[src/rtl/model_matrix_gen.sv]
// Sequential model-matrix generator: translate * rotate(axis, angle) * scale.
// Angle reduction, iterative CORDIC sin/cos, then saturating scale multiply.
module model_matrix_gen #(
   parameter int WI    = 8,
   parameter int WF    = 8,
   parameter int AWI   = 4,
   parameter int AWF   = 8,
   parameter int ITERS = 12,
   parameter int GUARD = 4
) (
   input  logic                      Clk,
   input  logic                      Reset,
   input  logic                      start,
   input  logic [1:0]                axis,
   input  logic [AWI+AWF-1:0]        angle,
   input  logic [WI+WF-1:0]          scale,
   input  logic [WI+WF-1:0]          x_translate,
   input  logic [WI+WF-1:0]          y_translate,
   input  logic [WI+WF-1:0]          z_translate,
   output logic                      busy,
   output logic                      done,
   output logic                      overflow,
   output logic [15:0][WI+WF-1:0]    model_matrix
);

   localparam int W  = WI + WF;
   localparam int AW = AWI + AWF;
   localparam int AF = AWF + GUARD;
   localparam int CF = WF + GUARD;
   localparam int ZW = AWI + AF + 1;
   localparam int XW = CF + 4;
   localparam int PW = W + XW;

   // Constants are held with 24 fraction bits and rounded to the datapath width.
   function automatic logic [31:0] f_q24(input logic [31:0] v, input int fb);
      return (v + (32'd1 << (23 - fb))) >> (24 - fb);
   endfunction

   localparam logic signed [ZW-1:0] PI   = ZW'(f_q24(32'd52707179, AF));
   localparam logic signed [ZW-1:0] PI2  = ZW'(f_q24(32'd26353589, AF));
   localparam logic signed [XW-1:0] K0   = XW'(f_q24(32'd10188013, CF));
   localparam logic signed [XW-1:0] CONE = XW'(1 << CF);
   localparam logic signed [PW-1:0] HALF = PW'(1 << (CF - 1));
   localparam logic signed [PW-1:0] SMAX = PW'((1 << (W - 1)) - 1);
   localparam logic signed [PW-1:0] SMIN = -SMAX - PW'(1);
   localparam logic [W-1:0]         ONE  = W'(1 << WF);

   function automatic logic signed [ZW-1:0] f_atan(input logic [3:0] i);
      logic [31:0] v;
      case (i)
         4'd0:    v = 32'd13176795;
         4'd1:    v = 32'd7778716;
         4'd2:    v = 32'd4110060;
         4'd3:    v = 32'd2086331;
         4'd4:    v = 32'd1047214;
         4'd5:    v = 32'd524117;
         4'd6:    v = 32'd262123;
         4'd7:    v = 32'd131069;
         4'd8:    v = 32'd65536;
         4'd9:    v = 32'd32768;
         4'd10:   v = 32'd16384;
         4'd11:   v = 32'd8192;
         4'd12:   v = 32'd4096;
         4'd13:   v = 32'd2048;
         4'd14:   v = 32'd1024;
         default: v = 32'd512;
      endcase
      return ZW'(f_q24(v, AF));
   endfunction

   function automatic logic [W:0] f_sat(input logic signed [PW-1:0] v);
      if (v > SMAX) return {1'b1, W'(SMAX)};
      if (v < SMIN) return {1'b1, W'(SMIN)};
      return {1'b0, W'(v)};
   endfunction

   typedef enum logic [1:0] {
      S_IDLE,
      S_REDUCE,
      S_CORDIC,
      S_SCALE
   } state_t;

   state_t r_state, w_next;
   logic   w_accept, w_reduce, w_rot, w_scale;

   logic [1:0]           r_axis;
   logic [AW-1:0]        r_angle;
   logic signed [W-1:0]  r_scale;
   logic [W-1:0]         r_tx, r_ty, r_tz;
   logic signed [XW-1:0] r_x, r_y;
   logic signed [ZW-1:0] r_z;
   logic [3:0]           r_iter;
   logic                 r_neg, r_jovf, r_pend;
   logic [W-1:0]         r_sc, r_ss, r_nss;
   logic                 r_busy, r_done, r_ovf;
   logic [15:0][W-1:0]   r_mat;

   always_ff @(posedge Clk or posedge Reset) begin
      if (Reset) r_state <= S_IDLE;
      else       r_state <= w_next;
   end

   always_comb begin
      w_next   = r_state;
      w_accept = 1'b0;
      w_reduce = 1'b0;
      w_rot    = 1'b0;
      w_scale  = 1'b0;
      case (r_state)
         S_IDLE: begin
            if (start) begin
               w_accept = 1'b1;
               w_next   = S_REDUCE;
            end
         end
         S_REDUCE: begin
            w_reduce = 1'b1;
            w_next   = S_CORDIC;
         end
         S_CORDIC: begin
            w_rot = 1'b1;
            if (r_iter == 4'(ITERS - 1)) w_next = S_SCALE;
         end
         default: begin
            w_scale = 1'b1;
            w_next  = S_IDLE;
         end
      endcase
   end

   logic signed [ZW-1:0] w_aext, w_acl, w_z0;
   logic                 w_clamp, w_fold;

   assign w_aext = {r_angle[AW-1], r_angle, {GUARD{1'b0}}};

   // Fold into [-pi/2, pi/2]; the half-turn is undone by negating sin and cos.
   always_comb begin
      w_clamp = 1'b0;
      w_acl   = w_aext;
      if (w_aext > PI) begin
         w_acl   = PI;
         w_clamp = 1'b1;
      end else if (w_aext < -PI) begin
         w_acl   = -PI;
         w_clamp = 1'b1;
      end
      w_fold = 1'b0;
      w_z0   = w_acl;
      if (w_acl > PI2) begin
         w_z0   = w_acl - PI;
         w_fold = 1'b1;
      end else if (w_acl < -PI2) begin
         w_z0   = w_acl + PI;
         w_fold = 1'b1;
      end
   end

   logic signed [XW-1:0] w_xs, w_ys;
   logic signed [ZW-1:0] w_at;

   assign w_xs = r_x >>> r_iter;
   assign w_ys = r_y >>> r_iter;
   assign w_at = f_atan(r_iter);

   logic signed [XW-1:0] w_c, w_s;
   logic signed [PW-1:0] w_pc, w_ps, w_rc, w_rs;
   logic [W:0]           w_satc, w_sats, w_satn;

   assign w_c = (r_axis == 2'd3) ? CONE : (r_neg ? -r_x : r_x);
   assign w_s = (r_axis == 2'd3) ? '0   : (r_neg ? -r_y : r_y);

   assign w_pc = $signed({{XW{r_scale[W-1]}}, r_scale}) *
                 $signed({{W{w_c[XW-1]}}, w_c});
   assign w_ps = $signed({{XW{r_scale[W-1]}}, r_scale}) *
                 $signed({{W{w_s[XW-1]}}, w_s});

   assign w_rc   = (w_pc + HALF) >>> CF;
   assign w_rs   = (w_ps + HALF) >>> CF;
   assign w_satc = f_sat(w_rc);
   assign w_sats = f_sat(w_rs);
   assign w_satn = f_sat(-w_rs);

   always_ff @(posedge Clk or posedge Reset) begin
      if (Reset) begin
         r_axis  <= '0;
         r_angle <= '0;
         r_scale <= '0;
         r_tx    <= '0;
         r_ty    <= '0;
         r_tz    <= '0;
         r_x     <= '0;
         r_y     <= '0;
         r_z     <= '0;
         r_iter  <= '0;
         r_neg   <= 1'b0;
         r_jovf  <= 1'b0;
         r_sc    <= '0;
         r_ss    <= '0;
         r_nss   <= '0;
      end else begin
         if (w_accept) begin
            r_axis  <= axis;
            r_angle <= angle;
            r_scale <= scale;
            r_tx    <= x_translate;
            r_ty    <= y_translate;
            r_tz    <= z_translate;
         end
         if (w_reduce) begin
            r_x    <= K0;
            r_y    <= '0;
            r_z    <= w_z0;
            r_neg  <= w_fold;
            r_iter <= '0;
            r_jovf <= w_clamp;
         end
         if (w_rot) begin
            if (!r_z[ZW-1]) begin
               r_x <= r_x - w_ys;
               r_y <= r_y + w_xs;
               r_z <= r_z - w_at;
            end else begin
               r_x <= r_x + w_ys;
               r_y <= r_y - w_xs;
               r_z <= r_z + w_at;
            end
            r_iter <= r_iter + 4'd1;
         end
         if (w_scale) begin
            r_sc   <= w_satc[W-1:0];
            r_ss   <= w_sats[W-1:0];
            r_nss  <= w_satn[W-1:0];
            r_jovf <= r_jovf | w_satc[W] | w_sats[W] | w_satn[W];
         end
      end
   end

   logic [15:0][W-1:0] w_mat;

   always_comb begin
      w_mat     = '0;
      w_mat[3]  = r_tx;
      w_mat[7]  = r_ty;
      w_mat[11] = r_tz;
      w_mat[15] = ONE;
      case (r_axis)
         2'd0: begin
            w_mat[0]  = r_scale;
            w_mat[5]  = r_sc;
            w_mat[6]  = r_nss;
            w_mat[9]  = r_ss;
            w_mat[10] = r_sc;
         end
         2'd1: begin
            w_mat[0]  = r_sc;
            w_mat[2]  = r_ss;
            w_mat[5]  = r_scale;
            w_mat[8]  = r_nss;
            w_mat[10] = r_sc;
         end
         2'd2: begin
            w_mat[0]  = r_sc;
            w_mat[1]  = r_nss;
            w_mat[4]  = r_ss;
            w_mat[5]  = r_sc;
            w_mat[10] = r_scale;
         end
         default: begin
            w_mat[0]  = r_scale;
            w_mat[5]  = r_scale;
            w_mat[10] = r_scale;
         end
      endcase
   end

   // The write happens one edge after SCALE, with the FSM already idle,
   // so a new job can be accepted on the same edge that done rises.
   always_ff @(posedge Clk or posedge Reset) begin
      if (Reset) begin
         r_pend <= 1'b0;
         r_done <= 1'b0;
         r_ovf  <= 1'b0;
         r_busy <= 1'b0;
         r_mat  <= '0;
         r_mat[0]  <= ONE;
         r_mat[5]  <= ONE;
         r_mat[10] <= ONE;
         r_mat[15] <= ONE;
      end else begin
         r_pend <= w_scale;
         r_done <= r_pend;
         if (r_pend) begin
            r_mat <= w_mat;
            r_ovf <= r_jovf;
         end
         if (w_accept)    r_busy <= 1'b1;
         else if (r_pend) r_busy <= 1'b0;
      end
   end

   assign busy         = r_busy;
   assign done         = r_done;
   assign overflow     = r_ovf;
   assign model_matrix = r_mat;

endmodule

[config.mk]
export PLATFORM = sky130hd
export DESIGN_NAME = model_matrix_gen
export DESIGN_NICKNAME = d
export VERILOG_FILES = /design/src/rtl/model_matrix_gen.sv
export SDC_FILE = /design/constraint.sdc
export NUM_CORES = 2
export LEC_CHECK = 0
export BUFFER_PORTS_ARGS = -buffer_cell sky130_fd_sc_hd__buf_2
export CELL_PAD_IN_SITES_DETAIL_PLACEMENT = 2
export CELL_PAD_IN_SITES_GLOBAL_PLACEMENT = 2
export CORE_ASPECT_RATIO = 0.6
export CORE_UTILIZATION = 42
export CTS_BUF_LIST = sky130_fd_sc_hd__clkbuf_16
export DETAILED_ROUTE_END_ITERATION = 10
export GPL_TIMING_DRIVEN = 0
export PLACE_DENSITY_LB_ADDON = 0.08
export SLEW_MARGIN = 20
export SYNTH_ARGS = -nofsm -noshare
export SYNTH_HDL_FRONTEND = slang
export SYNTH_SLANG_ARGS = --single-unit
[constraint.sdc]
create_clock -name Clk -period 31.8 [get_ports Clk]
set_input_delay 3.18 -clock Clk [delete_from_list [all_inputs] [get_ports Clk]]
set_output_delay 3.18 -clock Clk [all_outputs]
set_load 0.005 [all_outputs]
==> flow_summary.toml <==
[outcome]
status = "completed"

[setup_path]
critPathLaunch = "r_neg"
cp_common_cell = "fa_1"
crit_path_max_fanout = 10
crit_slowest_cell = "nor2_1"
r2r_cells = 29
cp-endpoint = "r_sc[2]"
r2r_slack_ns = 20.34
start_kind = "register"
crit_required_ns = 32.28
rr_startpoint = "r_neg"
reg2reg_to = "r_sc[2]"
crit_path_end_kind = "register"
arrival_ns = 11.94
criticalPathCategory = "register to register"
cp_slowest_stage_delay_ns = 0.92

[min_path]
hp-class = "register to register"
whs_path_depth = 1

[timing]
fmax_ghz = 0.08726
tightest_slew_ns = 1.227
drv_slew = 0
finalHoldViolCount = 0
skew_ns = 0.03384
holdWs_ns = 0.4860
setup_viol = 0
min_period_ns = 11.46
final.setup.tns_ns = 0
slew_headroom_pct = 17.15
post-route-period-util_pct = 36.04
rsz0062_at_grt = "false"

[flow_run]
drv_cap = 0

[detailed_routing]
drc = 0
viasPerCell = 5.725
wl_per_cell_um = 27.86
routed_wl_um = 175200
drt-initial-drc-count = 3083
ant_nets = 0
first_pass_iters = 5
vias = 36020

[clock_tree]
cts_tree = "yes"
cts.htree.levels = 2
cts_resized = 0
clock_latency_ns = 0.64
ctsHoldBuffers = 0
cts_setup_buffers = 0
clk_pin_slew_worst_paths_ns = 0.07
cts_root_buf = "clkbuf_16"
cts_buffers = 42
clock_path_buffers = 3
cts_sinks = 379

[final_layout]
layout-drive-gt1-share_pct = 12.48
area_growth_pct = 11.57
finalNetCount = 5768
utilization_pct = 47.42
final_common_cell = "inv_1"
final_cell_mix = "inv_1, fa_1, nand2_1"

[synth]
synthArstFlopShare_pct = 100.0
synth-main-ff-cell = "dfrtp_1"
syn_area_um2 = 41840
synth_area_per_cell_um2 = 9.199
synth_area_leader_cell = "fa_1"
synth.top_cells.by_area = "fa_1, dfrtp_1, inv_1, ha_1, mux2_2"
yosys_warnings = 0
netlist.area_leader.share_pct = 25.26
synth_cell_types = 94
ys_ff_latch = 379
ys_seq_area_share_pct = 22.68
synth_edf_count = 0
netlist_instances = 4548

[global_route]
antenna_found_initial = 8
grt_overflow_total = 0
grt_pass1_vias = 39740
grt_max_degree = 91
grt_util_all_layers_pct = 34.88
grt_pass1_wl_um = 262500

[floorplanning]
die_y_um = 246.5
fp.dieW_um = 409.5
coreArea_um2 = 98440
start_util_pct = 42.50
die_area_um2 = 100900
io_pins = 340
rows = 89

[placement]
dp_hpwl_um = 141200
portBuffers = 275
gp_routability_congestion = 0.9703
## per-layer routing
layer  GRT usage (%)  routed length [µm]  vias to the layer above
met3           9.496               17460                      201
li1                -                   -                    15210
met1           52.14               81190                    19210
met2           50.18               73120                     1389
met5               0                  20                        -
met4           6.881                3459                        2
## logic make-up after synthesis
group / after synthesis / share of synthesized area [%]
buffers and inverters: 1097 / 10.57
AO/OA/AOI/OAI: 715 / 10.40
multiplexers: 240 / 7.186
other: 2 / 0.01795
AND/OR/NAND/NOR: 1194 / 13.63
adder cells (fa/ha/maj): 753 / 31.99
flip-flops: 379 / 22.68
XOR/XNOR: 168 / 3.517
## worst max-delay path, delay by kind of cell, from the launching register on
| family | cells | cell delay, ns |
|---|---|---|
| xor+xnor | 2 | 0.50 |
| compound gates | 9 | 2.40 |
| fa+ha+maj | 7 | 3.58 |
| buf+inv | 7 | 2.30 |
| flops | 1 | 0.55 |
| simple gates | 4 | 1.94 |
## per-stage QoR
| stage | std cells | cell area [µm²] | worst slack, ns |
|---|---|---|---|
| floorplan | 4610 | 42070 | 18.10 |
| global placement | 6204 | 45100 | 12.89 |
| detailed placement | 6208 | 45220 | 20.76 |
| CTS | 6286 | 46650 | 20.58 |
| global route | 6287 | 46670 | 20.00 |
| finish | 6291 | 46680 | 20.34 |
## worst min-delay path by stage
| stage | startpoint | end |
|---|---|---|
| after global routing | r_z[3] | r_z[3] |
| after CTS | r_z[3] | r_z[3] |
| after global placement | r_z[3] | r_z[3] |
| final | r_z[3] | r_z[3] |
| after floorplan | r_pend | done |
| after detailed placement | r_z[3] | r_z[3] |
## Yosys cell counts, drive strengths merged, types with 10 or more instances
| cell type | n |
|---|---|
| xor2 | 53 |
| nand2b | 29 |
| or3 | 19 |
| mux4 | 30 |
| nor2b | 30 |
| a21oi | 244 |
| o21ai | 209 |
| mux2 | 141 |
| and3 | 41 |
| o211ai | 10 |
| nand2 | 407 |
| mux2i | 69 |
| inv | 780 |
| dfrtp | 376 |
| and2 | 183 |
| fa | 528 |
| o22ai | 27 |
| ha | 225 |
| nand3b | 11 |
| buf | 117 |
| o31ai | 15 |
| o21bai | 15 |
| a21o | 28 |
| nand3 | 123 |
| xnor2 | 115 |
| nor3 | 27 |
| nand4 | 17 |
| a211oi | 13 |
| nor2 | 262 |
| or2 | 11 |
| o21a | 19 |
| a31oi | 24 |
| clkbuf | 198 |
## state kept, by name, indices dropped and copies added (netlist names)
name and cells:
r_jovf 1, done 1, r_axis 2, r_z 17, overflow 1, r_state 2, r_ty 16, r_ss 16
r_tz 16, r_sc 16, r_x 16, r_iter 4, busy 1, r_scale 16, r_y 16, r_pend 1
r_tx 16, model_matrix 192, r_nss 16, r_angle 12, r_neg 1
## layout make-up
type                            count  area, µm²
Fill cell                       10820      51760
Inverter                          782       2943
Sequential cell                   379       9488
Multi-Input combinational cell   3134      28170
Buffer                            315       1488
Clock inverter                     36      382.9
Tap cell                         1319       1650
Antenna cell                        4      10.01
Clock buffer                       42       1051
Timing Repair Buffer              280       1494
Power is left out: the tool's default activity adds up to more than one toggle a clock period on the data nets, which glitch-free logic cannot reach.
